## config.mk

```make
export PLATFORM = sky130hd
export DESIGN_NAME = cmd_port_queue
export DESIGN_NICKNAME = d
export VERILOG_FILES = /design/src/rtl/cmd_port_queue.sv
export SDC_FILE = /design/constraint.sdc
export NUM_CORES = 1
export LEC_CHECK = 0
export ABC_AREA = 1
export CORE_UTILIZATION = 25
export DETAILED_ROUTE_END_ITERATION = 12
export GPL_TIMING_DRIVEN = 1
export PLACE_DENSITY = 0.47
export SYNTH_ARGS = -nofsm -noshare
export SYNTH_HDL_FRONTEND = slang
export SYNTH_SLANG_ARGS = --single-unit
export TNS_END_PERCENT = 30
```

## constraint.sdc

```tcl
create_clock -name clk -period 3.77 [get_ports clk]
set_input_delay 0.754 -clock clk [delete_from_list [all_inputs] [get_ports clk]]
set_output_delay 0.754 -clock clk [all_outputs]
set_load 0.01 [all_outputs]
```

## src/rtl/cmd_port_queue.sv

```systemverilog
// cmd_port_queue: framed command-byte parser with destination filtering,
// SPI-flash opcode decode, a DEPTH-entry command FIFO and single-issue
// tracking toward the Transaction FSM with a done acknowledgement.
// Optional feature macro: CMDP_NACK_EN -- when defined, an invalid opcode
// addressed to MY_ID is answered with ack_valid=1, ack_ok=0.
module cmd_port_queue #(
    parameter logic [3:0] MY_ID  = 4'h2,
    parameter int         ADDR_W = 24,
    parameter int         DEPTH  = 4,
    parameter int         LEN_W  = 4
) (
    input  logic              clk,
    input  logic              rst,
    input  logic              bus_valid,
    input  logic [7:0]        bus_data,
    output logic              bus_ready,
    output logic              cmd_valid,
    input  logic              cmd_ready,
    output logic [3:0]        fsm_opcode,
    output logic              read_write,
    output logic [LEN_W-1:0]  transaction_length,
    output logic [ADDR_W-1:0] cmd_addr,
    input  logic              transaction_done,
    output logic              ack_valid,
    output logic              ack_ok
);
    localparam int ADDR_BYTES = ADDR_W / 8;
    localparam int PW         = $clog2(DEPTH);
    localparam int CNT_W      = (ADDR_BYTES > 1) ? $clog2(ADDR_BYTES) : 1;
    localparam logic [CNT_W-1:0] CNT_LAST = CNT_W'(ADDR_BYTES - 1);
    localparam logic [3:0] OPC_INVALID = 4'hF;

    typedef enum logic [1:0] {S_HDR, S_OPC, S_ADDR, S_PUSH} state_t;

    typedef struct packed {
        logic [3:0]        opc;
        logic              rw;
        logic [LEN_W-1:0]  len;
        logic [ADDR_W-1:0] addr;
    } entry_t;

    state_t            state, state_n;
    logic              match_q;
    logic [LEN_W-1:0]  len_q;
    logic [3:0]        opc_q;
    logic              rw_q;
    logic              bad_q;
    logic [ADDR_W-1:0] addr_q;
    logic [CNT_W-1:0]  cnt_q;
    logic              addr_last;
    logic              push;
    logic              pop;
    logic              busy;
    logic              nack_pend;
    logic              empty;
    logic              full;
    logic [PW:0]       wr_ptr, rd_ptr;
    entry_t            mem [DEPTH];
    entry_t            head;
    logic [3:0]        dec;

    function automatic logic [3:0] decode(input logic [7:0] op);
        case (op)
            8'h02:   return 4'd0;
            8'h03:   return 4'd1;
            8'h20:   return 4'd2;
            8'h52:   return 4'd3;
            8'hD8:   return 4'd4;
            8'h99:   return 4'd5;
            default: return OPC_INVALID;
        endcase
    endfunction

    assign dec       = decode(bus_data);
    assign addr_last = (cnt_q == CNT_LAST);

    // Parser state register
    always_ff @(posedge clk) begin
        if (rst) state <= S_HDR;
        else     state <= state_n;
    end

    // Parser next-state, bus_ready and FIFO write strobe
    always_comb begin
        state_n   = state;
        bus_ready = 1'b0;
        push      = 1'b0;
        case (state)
            S_HDR: begin
                bus_ready = 1'b1;
                if (bus_valid) state_n = S_OPC;
            end
            S_OPC: begin
                bus_ready = 1'b1;
                if (bus_valid) state_n = S_ADDR;
            end
            S_ADDR: begin
                bus_ready = 1'b1;
                if (bus_valid && addr_last) begin
                    if (!match_q)
                        state_n = S_HDR;
                    else if (bad_q)
`ifdef CMDP_NACK_EN
                        state_n = S_PUSH;   // park here until the nack is out
`else
                        state_n = S_HDR;    // silently dropped
`endif
                    else
                        state_n = S_PUSH;
                end
            end
            S_PUSH: begin
                if (bad_q) begin
                    if (!nack_pend) state_n = S_HDR;
                end else if (!full) begin
                    push    = 1'b1;
                    state_n = S_HDR;
                end
            end
            default: state_n = S_HDR;
        endcase
    end

    // Frame field capture as bytes are accepted
    always_ff @(posedge clk) begin
        if (rst) begin
            match_q <= 1'b0;
            len_q   <= '0;
            opc_q   <= '0;
            rw_q    <= 1'b0;
            bad_q   <= 1'b0;
            addr_q  <= '0;
            cnt_q   <= '0;
        end else if (bus_valid && bus_ready) begin
            case (state)
                S_HDR: begin
                    match_q <= (bus_data[7:4] == MY_ID);
                    len_q   <= LEN_W'(bus_data[3:0]);
                    cnt_q   <= '0;
                end
                S_OPC: begin
                    opc_q <= dec;
                    rw_q  <= (dec == 4'd1);
                    bad_q <= (dec == OPC_INVALID);
                end
                S_ADDR: begin
                    addr_q <= ADDR_W'({addr_q, bus_data});
                    cnt_q  <= cnt_q + 1'b1;
                end
                default: ;
            endcase
        end
    end

    assign empty = (wr_ptr == rd_ptr);
    assign full  = (wr_ptr[PW] != rd_ptr[PW]) && (wr_ptr[PW-1:0] == rd_ptr[PW-1:0]);
    assign head  = mem[rd_ptr[PW-1:0]];

    assign cmd_valid = !empty && !busy;
    assign pop       = cmd_valid && cmd_ready;

    // FIFO storage; contents need no reset since outputs are gated by empty
    always_ff @(posedge clk) begin
        if (push) mem[wr_ptr[PW-1:0]] <= '{opc: opc_q, rw: rw_q, len: len_q, addr: addr_q};
    end

    // FIFO pointers, wrapping modulo 2*DEPTH
    always_ff @(posedge clk) begin
        if (rst) begin
            wr_ptr <= '0;
            rd_ptr <= '0;
        end else begin
            if (push) wr_ptr <= wr_ptr + 1'b1;
            if (pop)  rd_ptr <= rd_ptr + 1'b1;
        end
    end

    // Head presentation; zero while the FIFO is empty
    always_comb begin
        fsm_opcode         = '0;
        read_write         = 1'b0;
        transaction_length = '0;
        cmd_addr           = '0;
        if (!empty) begin
            fsm_opcode         = head.opc;
            read_write         = head.rw;
            transaction_length = head.len;
            cmd_addr           = head.addr;
        end
    end

    // Single outstanding command tracking
    always_ff @(posedge clk) begin
        if (rst)                          busy <= 1'b0;
        else if (pop)                     busy <= 1'b1;
        else if (transaction_done && busy) busy <= 1'b0;
    end

`ifdef CMDP_NACK_EN
    logic nack_req;
    assign nack_req = nack_pend ||
                      ((state == S_ADDR) && bus_valid && addr_last && match_q && bad_q);

    // Acknowledge: done-ack has priority, a colliding nack waits one cycle
    always_ff @(posedge clk) begin
        if (rst) begin
            ack_valid <= 1'b0;
            ack_ok    <= 1'b0;
            nack_pend <= 1'b0;
        end else if (transaction_done && busy) begin
            ack_valid <= 1'b1;
            ack_ok    <= 1'b1;
            nack_pend <= nack_req;
        end else if (nack_req) begin
            ack_valid <= 1'b1;
            ack_ok    <= 1'b0;
            nack_pend <= 1'b0;
        end else begin
            ack_valid <= 1'b0;
            ack_ok    <= 1'b0;
        end
    end
`else
    assign nack_pend = 1'b0;

    // Acknowledge completed commands only
    always_ff @(posedge clk) begin
        if (rst) begin
            ack_valid <= 1'b0;
            ack_ok    <= 1'b0;
        end else begin
            ack_valid <= transaction_done && busy;
            ack_ok    <= transaction_done && busy;
        end
    end
`endif

endmodule

```

# Word-level counts from Yosys, hierarchy flattened
# Memories as Yosys holds them, arrays and structs flattened. A register that Yosys moved wholly into a read port is not among the register bits.
# Index checks and enable logic that the tools add are counted.
dict set report op_classes {
  addsub 3
  n_mul 0
  div 0
  n_lt_le_gt_ge 0
  eq_ne 20
  shift 0
  mux 24
  bitwise_logic 0
  n_reduce_logical 17
}
# operator n
set ops {}
lappend ops {{$mux 24} 1}
lappend ops {{$pmux 4 s6} 1}
lappend ops {{$mux 2} 9}
lappend ops {{$eq 8x2->1 const B} 2}
lappend ops {{$eq 8x8->1 const B} 2}
lappend ops {{$mux 1} 9}
lappend ops {{$eq 8x6->1 const B} 1}
lappend ops {{$eq 8x7->1 const B} 1}
lappend ops {{$mux 4} 2}
lappend ops {{$pmux 2 s4} 1}
lappend ops {{$reduce_and 2->1} 4}
lappend ops {{$add 3x1->3 const B} 2}
lappend ops {{$eq 2x2->1 const B} 3}
lappend ops {{$logic_and 1x1->1} 6}
lappend ops {{$ne 2x2->1 const B} 3}
lappend ops {{$eq 4x1->1 const B} 1}
lappend ops {{$eq 4x2->1 const B} 1}
lappend ops {{$eq 4x4->1 const B} 1}
lappend ops {{$pmux 2 s2} 1}
lappend ops {{$reduce_and 4->1} 1}
lappend ops {{$reduce_bool 2->1} 2}
lappend ops {{$eq 3x3->1} 1}
lappend ops {{$ne 3x3->1 const B} 1}
lappend ops {{$reduce_or 3->1} 1}
lappend ops {{other kinds (6)} 7}
dict set report word_totals {
  ff_bits 47
  latch_bits 0
  mem_bits_rw 132
  rom_bits 0
  inputBits 13
  out_inout_bits 37
  elab_cells 77
  mem_count 1
}
# name words word_bits rd rd_ports_with_merged_regs write_ports line_no
set mem_list {}
lappend mem_list {mem 4 33 1 1 1 58} ;# entry_t mem [DEPTH];

# Logic depth before layout (Yosys ltp)
# Gate-level depths: netlist of run 1.
dict set report logic_depth {
  word_depth 7
  ltp_mapped 10
  depth_no_buf 10
}

# Worst setup path before layout of run 1
# No wires, ideal clock.
dict set report synth_timing {
  path_kind {flip-flop to flip-flop}
  startpoint {register state[1]}
  endpoint {memory mem[3][0] (netlist name) (enable)}
  setup_ns 0.423
  t_arrival_ns 2.253
  t_required_ns 3.347
  slack_ns 1.094
  path_stages_with_launch 5
  n_path_buf 0
  synth_period_minus_slack_ns 2.676
  path_cell_list {dfxtp_1 > nand2_1 > nor2_4 > nand2_4 > nor2_1}
}
dict set report synth_via {
  elab_chain_len 4
}
# item line_no
set synth_lines {}
lappend synth_lines {{from (decl)} 42} ;# state_t state, state_n;
lappend synth_lines {{from (signal assigned)} 80} ;# else state <= state_n;
lappend synth_lines {{$eq 2x2->1} 88} ;# case (state)
lappend synth_lines {{$mux 1} 88}
lappend synth_lines {{$mux 1} 164} ;# if (push) mem[wr_ptr[PW-1:0]] <= '{opc: opc_q, rw: rw_q, len: len_q, addr: addr_q};
lappend synth_lines {{$mux 1 (not written as such)} 164}
lappend synth_lines {{to (decl)} 58}
# Every way passes these cells.

==> metrics, run 1 <==
area growth from synthesis to layout 20.46%; I/O pin cnt 50; Vert. Die Dim 174.3 um; worst hold-check slack roughly 480 ps; Synth cell types 31; DRC errors left 0; share of cell area taken by muxes after synthesis 0; total gr overflow 0; setup skew after layout about 12 ps; layout cells sized above 1 0.09030; total power divided by cell area 602.0 nW/um2; Yosys reg bits about 180; clock latency at the later pin of the worst-skew pair around 430 ps; Diodes inserted 0; final number of max-transition violations 0; number of antenna violations at the first check in global routing 0; leading post-synthesis cells by cell area edfxtp_1, dfxtp_1, nor2_1; drt wl/cell 14.59 um; count of final hold-check violations 0; area share of fa/ha/maj cells after synthesis 0.01012; number of fill cells approximately 3000; clock buffer count from CTS 17; clock-pin slew on the worst setup and hold paths around 70 ps; maximum ir drop on the vdd rail roughly 0.27 mV; most area-hungry cell type in the Yosys netlist edfxtp_1; largest driver fanout on the critical path 38; setup-violating endpoint count in the final report 0; dpl hpwl between 10 and 15 mm; yosys synthesis warning count 0; reported leakage power between 3 and 4 nW; startpoint-to-endpoint class of the critical path register to primary output; final weighted congestion in routability-driven placement between 0.7 and 0.8; Placement Setup Slack roughly 840 ps; Max Cap Viol 0; ys async rst share 0; drt first-iter violations roughly 240; area of the core roughly 29000 um2; Tmin final roughly 3300 ps; top cell types by occurrence after synthesis nor2_1, edfxtp_1, nand2_1; cells after synthesis slightly below 700; full die area approximately 30000 um2; largest family of logic cells by synthesized area simple AND/OR/NAND/NOR gates; Chip Width ~170 um; Post-CTS Setup Inserts 0; portion of the clock cycle consumed by the worst path in the final layout 0.8859; largest net degree at the start of global routing 39; maximum clock frequency around 0.3 GHz; slew margin rel. 0.4404; worst path arrival time approximately 2600 ps; IO Port Bufs 49; vias around 4800; Sink Count about 180; transition at the pin with the smallest max-transition slack 837.5 ps; CP Data Required Time between 3000 and 4000 ps; count leader, synth nor2_1; fraction of synthesized cell area in xor and xnor cells 0.008938; outcome finished clean; count of flip-flops with a built-in enable after synthesis 132; class of the tightest hold or removal check register to register; sequential share of the synthesized area 0.6664; effective utilization at floorplan 0.2564; complex-gate fraction of the synthesized area 0.1032; count of antenna-violating nets left after detailed routing 0; detailed-router iteration count before antenna repair 4; basic-gate share of the synthesized area counting and, or, nand and nor cells 0.1465; all-layer global routing usage 0.1139; Synth top area share 0.5342; setup tns final 0 ps; post-CTS sizing 0; detailed-route vias per instance 4.298; number of cell rows between 60 and 70; Mapped Nets roughly 700; CTS HTree Levels 4; clock tree from TritonCTS built; CP startpoint kind register; dominant synthesized flop cell edfxtp_1; hold_buf cts 0; vias in the first global route 4803; netlist area before placement around 7400 um2; setup ws final around 430 ps; Root Buffer Master clkbuf_16; number of nets in the final layout 748; unrepaired setup endpoints after global routing no; first-pass GRT wire length 26.50 mm; Syn Area/Cell 10.91 um2; Longest Clk Path Bufs 2; kind of end point of the critical path primary output; Detailed Route WL approximately 16 mm
## stage by stage
step                      instances  area (um2)    util  total power, mW
after global routing           1126        8937  0.3089            5.663
after global placement         1094        8313  0.2873            3.588
after detailed placement       1094        8313  0.2873            3.588
final                          1126        8937  0.3089            5.380
after CTS                      1126        8937  0.3089            5.450
after floorplan                 680        7420       -            3.095
## flip-flops by register name (all words and copies together), names as in the netlist, named ones only
register	cells
rw_q	1
addr_q	24
len_q	4
rd_ptr	3
busy	1
opc_q	4
state	2
bad_q	1
cnt_q	2
match_q	1
ack_ok	1
mem	132
wr_ptr	3
## critical path: stages, from the launching register on
cell and delay [ps]:
dfxtp_2 810, buf_4 360, o21ai_0 120, o32ai_1 180
nand2_1 90, inv_1 70, clkdlybuf4s50_1 530
## placed cells by master, fill, tap and decap left out, drive strengths merged
| master | netlist | routed |
|---|---|---|
| a21oi | 24 | 24 |
| a2bb2oi | 1 | 1 |
| buf | 21 | 14 |
| bufinv | 0 | 4 |
| clkbuf | 12 | 20 |
| clkdlybuf4s50 | 0 | 49 |
| clkinv | 0 | 2 |
| clkinvlp | 0 | 4 |
| dfxtp | 49 | 49 |
| edfxtp | 132 | 132 |
| ha | 6 | 6 |
| inv | 66 | 68 |
| nand2 | 79 | 79 |
| nand3 | 9 | 9 |
| nand3b | 1 | 1 |
| nand4 | 2 | 2 |
| nor2 | 168 | 168 |
| nor3 | 3 | 3 |
| nor3b | 1 | 1 |
| o21ai | 68 | 68 |
| o32ai | 33 | 33 |
| xnor2 | 3 | 3 |
| xor2 | 2 | 2 |
## report_power, final
group / switching (mW) / leakage [nW] / internal (mW)
registers: 0.123 / 1.60 / 2.22
logic: 0.651 / 1.48 / 0.514
clock network: 0.743 / 0.293 / 1.13
## per-layer routing
layer	share of wire	track usage	wire [um]
met1	0.49	0.1524	8102
met2	0.46	0.1811	7633
met3	0.029	0.02603	484
met4	0.012	0.03728	203
met5	0	0	0
## logic make-up after synthesis
group / count (synthesis)
AO/OA/AOI/OAI: 126
XOR/XNOR: 5
adder cells (fa/ha/maj): 6
buffers and inverters: 99
flip-flops: 181
AND/OR/NAND/NOR: 263
## cell type report
class	count	area [um2]	area share
sequential	181	4947	0.5535
timing repair buffer	63	608.1	0.06804
clock inverter	12	177.7	0.01988
inverter	66	252.7	0.02828
multi-input combinational	400	2024	0.2265
tap	384	480.5	0.05376
clock buffer	20	446.7	0.04998
## path summary, 6_finish.rpt
path	from	endpoint	slack [ps]	cells after the start
max	register	cmd_addr[2]	430	6
min	busy$_SDFFE_PP0P_	busy$_SDFFE_PP0P_	480	2
max reg2reg	state[1]$_SDFFE_PP0P_	mem[2][4]$_DFFE_PP_	1540	5
min reg2reg	busy$_SDFFE_PP0P_	busy$_SDFFE_PP0P_	480	2
Power figures use the tool's default switching activity.
==> run 2, diff against run 1 <==
Settings changed: CTS_BUF_LIST set to sky130_fd_sc_hd__clkbuf_16, SKIP_LAST_GASP set to 1.
Clock period 3.77 ns to 3.69 ns, I/O delays scaled along.
==> run 2 against run 1 <==
Net effect:
- die area unchanged
- via count up 0.87%
- worst hold slack worse by 1.4 ps
- clock skew up 1.9 ps
- largest power group unchanged
- register-to-register slack better by 40 ps
- flip-flop and latch count unchanged
- highest routed layer unchanged
==> metrics, run 2 (synthesized netlist as in run 1, its figures left out) <==
count of final hold-check violations 0; kind of end point of the critical path primary output; clock tree from TritonCTS built; outcome finished clean; clock-pin slew on the worst setup and hold paths 70 ps; Max Cap Viol 0; Largest stage delay, worst path about 520 ps; total power divided by cell area 593.7 nW/um2; largest driver fanout on the critical path 46; number of buffers and inverters on the critical path 4; detailed-route vias per instance 4.332; startpoint-to-endpoint class of the critical path register to primary output; number of fill cells 2948; Detailed Route WL 16.52 mm; final number of max-transition violations 0; worst path arrival time 2530 ps; area growth from synthesis to layout 19.27%; Post-CTS Setup Inserts 0; final weighted congestion in routability-driven placement around 0.74; class of the tightest hold or removal check register to register; I/O pin cnt 50; total gr overflow 0; cell type of the slowest stage on the worst timing path clkdlybuf4s50_1; vias between 4000 and 5000; Cell Chain, Critical Path inv_6, buf_4, nor2_1, o32ai_1, nand2_1, inv_1, clkdlybuf4s50_1; clock buffer count from CTS 17; total instance count after detailed placement 1096; CP Data Required Time around 3000 ps; DRC errors left 0; setup-violating endpoint count in the final report 0; drt wl/cell 14.66 um; CTS HTree Levels 4; Root Buffer Master clkbuf_16; number of antenna violations at the first check in global routing 0; family with the most delay on the worst path buffers and inverters; detailed-router iteration count before antenna repair 5; final standard cell count with taps included and fillers excluded 1127; setup skew after layout roughly 14 ps; hold_buf cts 0; full die area ~30000 um2; drt first-iter violations 345; post-CTS sizing 0; most frequent standard cell in the layout excluding fill and tap cells nor2_1; reported leakage power approximately 3.4 nW; portion of the clock cycle consumed by the worst path in the final layout 0.8864; sequential standard cell area about 5000 um2; IO Port Bufs 49; Tmin final between 3000 and 4000 ps; Diodes inserted 0; multi-input logic area a little over 2000 um2; maximum ir drop on the vdd rail around 0.23 mV; area of the core between 20000 and 30000 um2; Longest Clk Path Bufs 2; dpl hpwl between 10 and 15 mm; commonest cells after routing, fill and taps aside nor2_1, edfxtp_1, nand2_1; number of nets in the final layout 750; slew margin rel. 0.6156; layout cells sized above 1 0.09152; Sink Count ~180; number of cell rows 62; maximum clock frequency 0.3057 GHz; worst hold-check slack roughly 470 ps; first-pass GRT wire length ~26 mm; transition at the pin with the smallest max-transition slack roughly 580 ps; CP startpoint kind register; Vert. Die Dim ~170 um; count of antenna-violating nets left after detailed routing 0; effective utilization at floorplan 0.2564; unrepaired setup endpoints after global routing no; Chip Width around 170 um; all-layer global routing usage 0.1131; setup tns final 0 ps; vias in the first global route around 4700; largest net degree at the start of global routing 47; clock latency at the later pin of the worst-skew pair 430 ps; flip-flop count of the largest register after layout ~130
-- run 2: changes by cell type in the layout (fill, tap and decap cells not counted), sizes merged --
cell,change
clkinvlp,-2
bufinv,-4
clkinv,+4
inv,+4
clkbuf,-3
buf,+2
-- run 2: worst paths after layout --
| path | startpoint | endpoint | slack (ps) | depth (start not counted) |
|---|---|---|---|---|
| setup reg to reg | state[1]$_SDFFE_PP0P_ | mem[3][22]$_DFFE_PP_ | 1580 | 5 |
| setup / recovery | register | cmd_addr[16] | 420 | 7 |
| hold / removal | busy$_SDFFE_PP0P_ | busy$_SDFFE_PP0P_ | 470 | 2 |
| hold reg to reg | busy$_SDFFE_PP0P_ | busy$_SDFFE_PP0P_ | 470 | 2 |
-- run 2: per-stage QoR --
stage | setup WS (ps) | util | instance area [um2] | power (mW)
after floorplan | 1014 | - | 7420 | 3.163
after global placement | 833.9 | 0.2874 | 8315 | 3.672
after detailed placement | 820.7 | 0.2874 | 8315 | 3.675
after CTS | 360.3 | 0.3058 | 8850 | 5.324
after global routing | 225.4 | 0.3058 | 8850 | 5.529
final | 419.1 | 0.3058 | 8850 | 5.254
-- run 2: final cells by class --
class | instances | area share
flip-flops and latches | 181 | 0.5590
multi-input cells | 400 | 0.2288
repair buffers | 65 | 0.06899
well taps | 384 | 0.05429
clock buffers | 17 | 0.04807
inverters | 66 | 0.02856
clock inverters | 14 | 0.01230
-- run 2: tightest hold or removal path, stage by stage, from the launching register on --
cell and delay [ps]:
dfxtp_1 310, nand2_1 60, a21oi_1 60
-- run 2: metal layers --
layer	routed length, um	GRT usage	part of all wire	up-vias
met4	166	0.03253	0.010	0
met3	585	0.02078	0.035	10
met2	7613	0.1811	0.46	90
met1	8156	0.1552	0.49	2358
met5	0	0	0	-
li1	-	-	-	2424
-- run 2: where the power goes --
part           internal, mW  switching (mW)
clock                 0.868           0.791
sequential             2.27           0.110
combinational         0.529           0.686
